<file path="config.mk">
export PLATFORM = sky130hd
export DESIGN_NAME = tea_arbiter_flat
export DESIGN_NICKNAME = d
export VERILOG_FILES = /design/src/rtl/tea_ctl_pkg.sv /design/src/rtl/tea_arbiter_if.sv /design/src/rtl/tea_sync.sv /design/src/rtl/tea_arbiter.sv /design/src/flat_wrapper.sv
export SDC_FILE = /design/constraint.sdc
export NUM_CORES = 1
export LEC_CHECK = 0
export ABC_AREA = 1
export CAP_MARGIN = 20
export CORE_MARGIN = 3
export CORE_UTILIZATION = 35
export CTS_CLUSTER_SIZE = 28
export DETAILED_ROUTE_END_ITERATION = 10
export GPL_ROUTABILITY_DRIVEN = 0
export PLACE_DENSITY = 0.69
export SETUP_SLACK_MARGIN = 0.5
export SLEW_MARGIN = 25
export SYNTH_ARGS = -nofsm -noshare
export SYNTH_HDL_FRONTEND = slang
export SYNTH_SLANG_ARGS = --single-unit
export TNS_END_PERCENT = 50
</file>
<file path="constraint.sdc">
create_clock -name clk -period 3.9 [get_ports clk]
set_input_delay 0.585 -clock clk [delete_from_list [all_inputs] [get_ports clk]]
set_output_delay 0.585 -clock clk [all_outputs]
set_load 0.02 [all_outputs]
</file>
<file path="src/rtl/tea_ctl_pkg.sv">
// rtl/tea_ctl_pkg.sv - shared types, defaults and round-robin pick for tea_arbiter
// Purpose: FSM state enum, default parameter constants and the
//          combinational round-robin selection used by the arbiter.
// Ports:   none (package).
package tea_ctl_pkg;

  localparam int N_DEF       = 4;
  localparam int W_DEF       = 32;
  localparam int SYNC_DEF    = 2;
  localparam int TIMEOUT_DEF = 1024;
  localparam int NMAX        = 16;

  typedef enum logic [1:0] {IDLE, REQ, DROP, RSP} tea_arb_state_t;

  // Equivalent to rotating req by last+1, finding the first one and adding
  // the offset back modulo n. Walks offsets 1..n so the client just served
  // (offset n) has the lowest priority.
  function automatic int rr_pick(input logic [NMAX-1:0] req, input int last, input int n);
    int   pick;
    int   idx;
    logic found;
    pick  = 0;
    found = 1'b0;
    for (int k = 1; k <= NMAX; k++) begin
      if (k <= n && !found) begin
        idx = (last + k) % n;
        if (req[idx[3:0]]) begin
          pick  = idx;
          found = 1'b1;
        end
      end
    end
    return pick;
  endfunction

endpackage

</file>
<file path="src/rtl/tea_arbiter_if.sv">
// rtl/tea_arbiter_if.sv - client, core and response signal bundle for tea_arbiter
// Purpose: groups the client request bus, the core req/ack datapath and the
//          response channel.
// Ports:   cl_req/cl_wdata/cl_gnt (clients), eng_req/eng_wdata/eng_ack/
//          eng_rdata (cipher core), rsp_valid/rsp_ready/rsp_id/rsp_data/
//          rsp_err (response), busy (status).
//          master: arbiter side; slave: clients/core/consumer side.
interface tea_arbiter_if #(
  parameter int N = 4,
  parameter int W = 32
);
  localparam int IDW = $clog2(N);

  logic [N-1:0]   cl_req;
  logic [N*W-1:0] cl_wdata;
  logic [N-1:0]   cl_gnt;
  logic           eng_req;
  logic [W-1:0]   eng_wdata;
  logic           eng_ack;
  logic [W-1:0]   eng_rdata;
  logic           rsp_valid;
  logic           rsp_ready;
  logic [IDW-1:0] rsp_id;
  logic [W-1:0]   rsp_data;
  logic           rsp_err;
  logic           busy;

  modport master (
    input  cl_req, cl_wdata, eng_ack, eng_rdata, rsp_ready,
    output cl_gnt, eng_req, eng_wdata, rsp_valid, rsp_id, rsp_data, rsp_err, busy
  );

  modport slave (
    output cl_req, cl_wdata, eng_ack, eng_rdata, rsp_ready,
    input  cl_gnt, eng_req, eng_wdata, rsp_valid, rsp_id, rsp_data, rsp_err, busy
  );

endinterface

</file>
<file path="src/rtl/tea_sync.sv">
// rtl/tea_sync.sv - multi-flop single-bit synchroniser
// Purpose: brings the asynchronous core ack into the arbiter clock domain.
// Ports:   clk, rst (async active-high, clears to 0), d_i (async input),
//          q_o (synchronised output, SYNC edges behind d_i).
module tea_sync #(
  parameter int SYNC = 2
) (
  input  logic clk,
  input  logic rst,
  input  logic d_i,
  output logic q_o
);

  logic [SYNC-1:0] sync_q;

  always_ff @(posedge clk or posedge rst) begin
    if (rst) sync_q <= '0;
    else     sync_q <= {sync_q[SYNC-2:0], d_i};
  end

  assign q_o = sync_q[SYNC-1];

endmodule

</file>
<file path="src/rtl/tea_arbiter.sv">
// rtl/tea_arbiter.sv - round-robin arbiter/sequencer sharing one TEA core
// Purpose: grants one client at a time, runs a four-phase req/ack exchange
//          with the core and returns the result tagged with the client ID;
//          a watchdog aborts exchanges the core never acknowledges.
// Ports:   clk, rst (async active-high), bus (tea_arbiter_if.master).
module tea_arbiter
  import tea_ctl_pkg::*;
#(
  parameter int N       = N_DEF,
  parameter int W       = W_DEF,
  parameter int SYNC    = SYNC_DEF,
  parameter int TIMEOUT = TIMEOUT_DEF
) (
  input  logic          clk,
  input  logic          rst,
  tea_arbiter_if.master bus
);

  localparam int IDW = $clog2(N);
  localparam int WDW = (TIMEOUT < 1) ? 1 : $clog2(TIMEOUT + 1);

  tea_arb_state_t state_q, state_d;
  logic [IDW-1:0] last_q, last_d;
  logic [N-1:0]   gnt_q, gnt_d;
  logic           req_q, req_d;
  logic [W-1:0]   wdata_q, wdata_d;
  logic [IDW-1:0] id_q, id_d;
  logic [W-1:0]   data_q, data_d;
  logic           err_q, err_d;
  logic [WDW-1:0] wd_q, wd_d;

  logic           ack_s;
  logic [IDW-1:0] pick;
  logic           wd_exp;

  tea_sync #(.SYNC(SYNC)) u_ack_sync (
    .clk (clk),
    .rst (rst),
    .d_i (bus.eng_ack),
    .q_o (ack_s)
  );

  assign pick   = IDW'(rr_pick(NMAX'(bus.cl_req), int'(last_q), N));
  // TIMEOUT of 0 never expires, so the FSM waits on the core indefinitely.
  assign wd_exp = (TIMEOUT != 0) && (wd_q == WDW'(TIMEOUT - 1));

  always_ff @(posedge clk or posedge rst) begin
    if (rst) begin
      state_q <= IDLE;
      last_q  <= IDW'(N - 1);
      gnt_q   <= '0;
      req_q   <= 1'b0;
      wdata_q <= '0;
      id_q    <= '0;
      data_q  <= '0;
      err_q   <= 1'b0;
      wd_q    <= '0;
    end else begin
      state_q <= state_d;
      last_q  <= last_d;
      gnt_q   <= gnt_d;
      req_q   <= req_d;
      wdata_q <= wdata_d;
      id_q    <= id_d;
      data_q  <= data_d;
      err_q   <= err_d;
      wd_q    <= wd_d;
    end
  end

  always_comb begin
    state_d = state_q;
    last_d  = last_q;
    gnt_d   = '0;
    req_d   = req_q;
    wdata_d = wdata_q;
    id_d    = id_q;
    data_d  = data_q;
    err_d   = err_q;
    wd_d    = wd_q;
    unique case (state_q)
      IDLE: begin
        if (|bus.cl_req) begin
          gnt_d[pick] = 1'b1;
          wdata_d     = bus.cl_wdata[int'(pick)*W +: W];
          id_d        = pick;
          last_d      = pick;
          req_d       = 1'b1;
          wd_d        = '0;
          state_d     = REQ;
        end
      end
      REQ: begin
        // A real ack wins over a coincident watchdog expiry.
        if (ack_s) begin
          data_d  = bus.eng_rdata;
          err_d   = 1'b0;
          req_d   = 1'b0;
          wd_d    = '0;
          state_d = DROP;
        end else if (wd_exp) begin
          data_d  = '0;
          err_d   = 1'b1;
          req_d   = 1'b0;
          wd_d    = '0;
          state_d = DROP;
        end else begin
          wd_d = wd_q + 1'b1;
        end
      end
      DROP: begin
        if (!ack_s) begin
          state_d = RSP;
        end else if (wd_exp) begin
          data_d  = '0;
          err_d   = 1'b1;
          state_d = RSP;
        end else begin
          wd_d = wd_q + 1'b1;
        end
      end
      RSP: begin
        if (bus.rsp_ready) state_d = IDLE;
      end
      default: state_d = IDLE;
    endcase
  end

  assign bus.cl_gnt    = gnt_q;
  assign bus.eng_req   = req_q;
  assign bus.eng_wdata = wdata_q;
  assign bus.rsp_valid = (state_q == RSP);
  assign bus.rsp_id    = id_q;
  assign bus.rsp_data  = data_q;
  assign bus.rsp_err   = err_q;
  assign bus.busy      = (state_q != IDLE);

endmodule

</file>
<file path="src/flat_wrapper.sv">
// flat-port wrapper written by rule: the top's interface ports become plain ports
module tea_arbiter_flat import tea_ctl_pkg::*;
#(
  parameter int N       = N_DEF,
  parameter int W       = W_DEF,
  parameter int SYNC    = SYNC_DEF,
  parameter int TIMEOUT = TIMEOUT_DEF
)
  (clk, rst, bus_cl_req, bus_cl_wdata, bus_eng_ack, bus_eng_rdata, bus_rsp_ready, bus_cl_gnt, bus_eng_req, bus_eng_wdata, bus_rsp_valid, bus_rsp_id, bus_rsp_data, bus_rsp_err, bus_busy);
  tea_arbiter_if #(.N(N), .W(W)) bus_i ();
  input  logic clk;
  input  logic rst;
  input wire logic [$bits(bus_i.cl_req)-1:0] bus_cl_req;
  input wire logic [$bits(bus_i.cl_wdata)-1:0] bus_cl_wdata;
  input wire logic [$bits(bus_i.eng_ack)-1:0] bus_eng_ack;
  input wire logic [$bits(bus_i.eng_rdata)-1:0] bus_eng_rdata;
  input wire logic [$bits(bus_i.rsp_ready)-1:0] bus_rsp_ready;
  output wire logic [$bits(bus_i.cl_gnt)-1:0] bus_cl_gnt;
  output wire logic [$bits(bus_i.eng_req)-1:0] bus_eng_req;
  output wire logic [$bits(bus_i.eng_wdata)-1:0] bus_eng_wdata;
  output wire logic [$bits(bus_i.rsp_valid)-1:0] bus_rsp_valid;
  output wire logic [$bits(bus_i.rsp_id)-1:0] bus_rsp_id;
  output wire logic [$bits(bus_i.rsp_data)-1:0] bus_rsp_data;
  output wire logic [$bits(bus_i.rsp_err)-1:0] bus_rsp_err;
  output wire logic [$bits(bus_i.busy)-1:0] bus_busy;
  assign bus_i.cl_req = bus_cl_req;
  assign bus_i.cl_wdata = bus_cl_wdata;
  assign bus_i.eng_ack = bus_eng_ack;
  assign bus_i.eng_rdata = bus_eng_rdata;
  assign bus_i.rsp_ready = bus_rsp_ready;
  assign bus_cl_gnt = bus_i.cl_gnt;
  assign bus_eng_req = bus_i.eng_req;
  assign bus_eng_wdata = bus_i.eng_wdata;
  assign bus_rsp_valid = bus_i.rsp_valid;
  assign bus_rsp_id = bus_i.rsp_id;
  assign bus_rsp_data = bus_i.rsp_data;
  assign bus_rsp_err = bus_i.rsp_err;
  assign bus_busy = bus_i.busy;
  tea_arbiter #(.N(N), .W(W), .SYNC(SYNC), .TIMEOUT(TIMEOUT)) u_core (.clk(clk), .rst(rst), .bus(bus_i));
endmodule
</file>
==> flow_summary.yaml <==
synth:
  synth_top_area_share_pct: 39.7
  netlist_instances: 762
  ys_seq_area_share_pct: 40.7
  netlist_area_um2: 5480
  yosysTopAreaCell: "dfrtp_1"
  ys_seq_elements: 89
  synth_warnings: 0
  synth.distinct_cells: 29
  syn_nets: 935
  netlist_top_cells_area: "dfrtp_1 (40%), nand2_1 (13%), nand3_1 (9.0%)"
  syn_area_per_cell_um2: 7.19
timing:
  skew_ps: 6.58
  slew_violations: 0
  fin_crit_sh_pct: 70.2
  rsz0062_at_grt: "no"
  finalSetupViolCount: 0
  setup_ws_ps: 1160
  max_freq_mhz: 365
  finalCriticalPeriod_ps: 2740
  setup_tns_ps: 0
  hold_viol: 0
  slew_headroom_pct: 40.3
  worst_pin_slew_ps: 896
global_routing:
  grt.met2_usage_pct: 32.1
  antenna_found_initial: 0
  use_met3_pct: 5.67
  use_met1_pct: 26.2
  busiest_layer: "met2"
  globalRouteOverflowTotal: 0
  track_usage_pct: 20.0
  grt_max_degree: 84
  first_global_vias: 5643
  grt_first_pass_wirelength_mm: 28.6
setup_path:
  timing.rr.end: "u_core.bus.eng_wdata[25]"
  reg2regPathDepth: 14
  cp_slowest_cell: "dfstp_2"
  crit_chain: "inv_2 > nand2_1 > nand2_1 > nor2_1 > nand4_1 > nand2_1 > nor2_1 > nand2_2 > buf_4 > nand3_1 > nand2_1 > nor2_1 > nor2_1 > nor2_1"
  r2r_slack_ps: 1160
  path_class: "reg2reg"
  cp_data_required_time_ps: 4130
  path_common_cell: "nor2_1"
  path_max_fanout: 83
  rr_startpoint: "u_core.last_q[0]"
  critPathArrivalTime_ps: 2970
  cp-start-kind: "register"
  cp-end-kind: "register"
  slowest_delay_ps: 660
routing:
  avgViaCountPerCell: 4.87
  ant_nets: 0
  wl_mm: 17.2
  route.detailed.drc: 0
  drt_iter0_markers: 378
  post_drt_wl_per_cell_um: 14.5
  via_count: 5792
  drt_pass1_iterations: 4
cts:
  cts-buffers-inserted: 9
  clock_sinks: 89
  insertion_delay_ps: 340
  hold_buffers: 0
  clockRootBuffer: "clkbuf_16"
  path_clk_slew_ps: 70
  cts_resized: 0
  cts_tree: "done"
  cts_buffer_depth: 2
  post_cts_buffers: 0
  cts-htree-levels: 3
min_path:
  holdPathEnd: "u_core.u_ack_sync.sync_q[1]"
  holdCritPathClass: "reg2reg"
  min_from: "u_core.u_ack_sync.sync_q[0]"
  min_delay_path_depth: 0
pwr:
  leakage_nw: 3.86
  power_mw: 7.29
  vdd_drop_max_mv: 0.573
  power.density_nw_per_um2: 879
floorplanning:
  coreArea_um2: 15300
  pin_count: 242
  die_h_um: 131
  die_area_um2: 17200
  die-width_um: 131
  start_util_pct: 35.9
  rows: 45
layout:
  fill_cells: 1459
  final_util_pct: 54.3
  num_antenna_cells: 0
  layout.nets: 1146
  seq_area_um2: 2230
  final_common_cell: "clkdlybuf4s50_1"
  multi_input_area_um2: 2640
  final_cell_mix: "clkdlybuf4s50_1 (241), nand2_1 (184), nand3_1 (98), nor2_1 (94), dfrtp_1 (87)"
  drive_gt1_share_pct: 5.93
  synthToLayoutAreaGrowth_pct: 51.3
status:
  status: "completed"
placement:
  dpl.hpwl_mm: 12.3
  port_buffers: 241
  dp_slack_ps: 859
run:
  drv_cap: 0
-- cells in the mapped netlist (all sizes together) --
cell type	n
a21oi	26
a22oi	1
a2bb2oi	32
buf	34
clkbuf	20
clkinv	1
dfrtp	87
dfstp	2
ha	5
inv	78
nand2	189
nand3	110
nand4	22
nor2	98
nor3	4
nor4	1
o2111ai	1
o211ai	1
o21ai	48
xnor2	1
xor2	1
-- through the flow --
| step | hold WS (ps) | cells | instance area (um^2) |
|---|---|---|---|
| floorplan | 331 | 762 | 5480 |
| global route | 387 | 1189 | 8290 |
| CTS | 372 | 1189 | 8290 |
| global placement | 351 | 1173 | 7970 |
| finish | 365 | 1189 | 8290 |
| detailed placement | 352 | 1173 | 7970 |
-- worst max-delay path by stage --
stage | startpoint | to | slack, ps | cells past startpoint
6_report | u_core.last_q[0] | u_core.bus.eng_wdata[25] | 1160 | 14
5_1_grt | u_core.last_q[0] | u_core.bus.eng_wdata[15] | 900 | 15
4_1_cts | u_core.last_q[0] | u_core.bus.eng_wdata[15] | 1150 | 15
3_5_place_dp | bus_cl_req[1] | u_core.bus.eng_wdata[25] | 860 | 14
3_3_place_gp | bus_cl_req[1] | u_core.bus.eng_wdata[25] | 900 | 14
2_1_floorplan | rst | u_core.bus.cl_gnt[0] | 1010 | 1
-- report_power, final --
group          leakage (nW)  switching (mW)  internal, mW
registers              1.06           0.226          1.34
clock network         0.153           0.373         0.567
logic                  2.65            2.90          1.88
-- cells by family after synthesis --
group / share of synthesized area [%]
flops: 40.7
fa+ha+maj: 1.14
compound gates: 12.3
xor+xnor: 0.320
simple gates: 34.0
buf+inv: 11.5
-- routing by layer --
| layer | wire, um | part of all wire [%] | vias up |
|---|---|---|---|
| li1 | - | - | 2912 |
| met1 | 7620 | 44 | 2651 |
| met2 | 8010 | 46 | 211 |
| met3 | 1320 | 7.7 | 18 |
| met4 | 288 | 1.7 | 0 |
| met5 | 0 | 0 | - |
-- sequential cells by signal, indices dropped and copies added (netlist names), 2 cells and up --
register and cells:
u_core.bus.cl_gnt 4, u_core.bus.eng_wdata 32, u_core.bus.rsp_data 32, u_core.bus.rsp_id 2, u_core.last_q 2, u_core.state_q 2, u_core.u_ack_sync.sync_q 2, u_core.wd_q 11
-- worst max-delay path, delay by kind of cell, from the launching register on --
kind                   cells  cell delay [ps]
buffers and inverters      2              750
flip-flops                 1              660
AND/OR/NAND/NOR           12             1150
-- cell type report --
type,instances,area share (%)
Timing Repair Buffer,254,30.6
Sequential cell,89,26.9
Clock buffer,9,2.72
Tap cell,211,3.18
Inverter,79,3.61
Multi-Input combinational cell,540,31.8
Clock inverter,7,1.22
No activity file was read; power rests on OpenSTA's default activity.
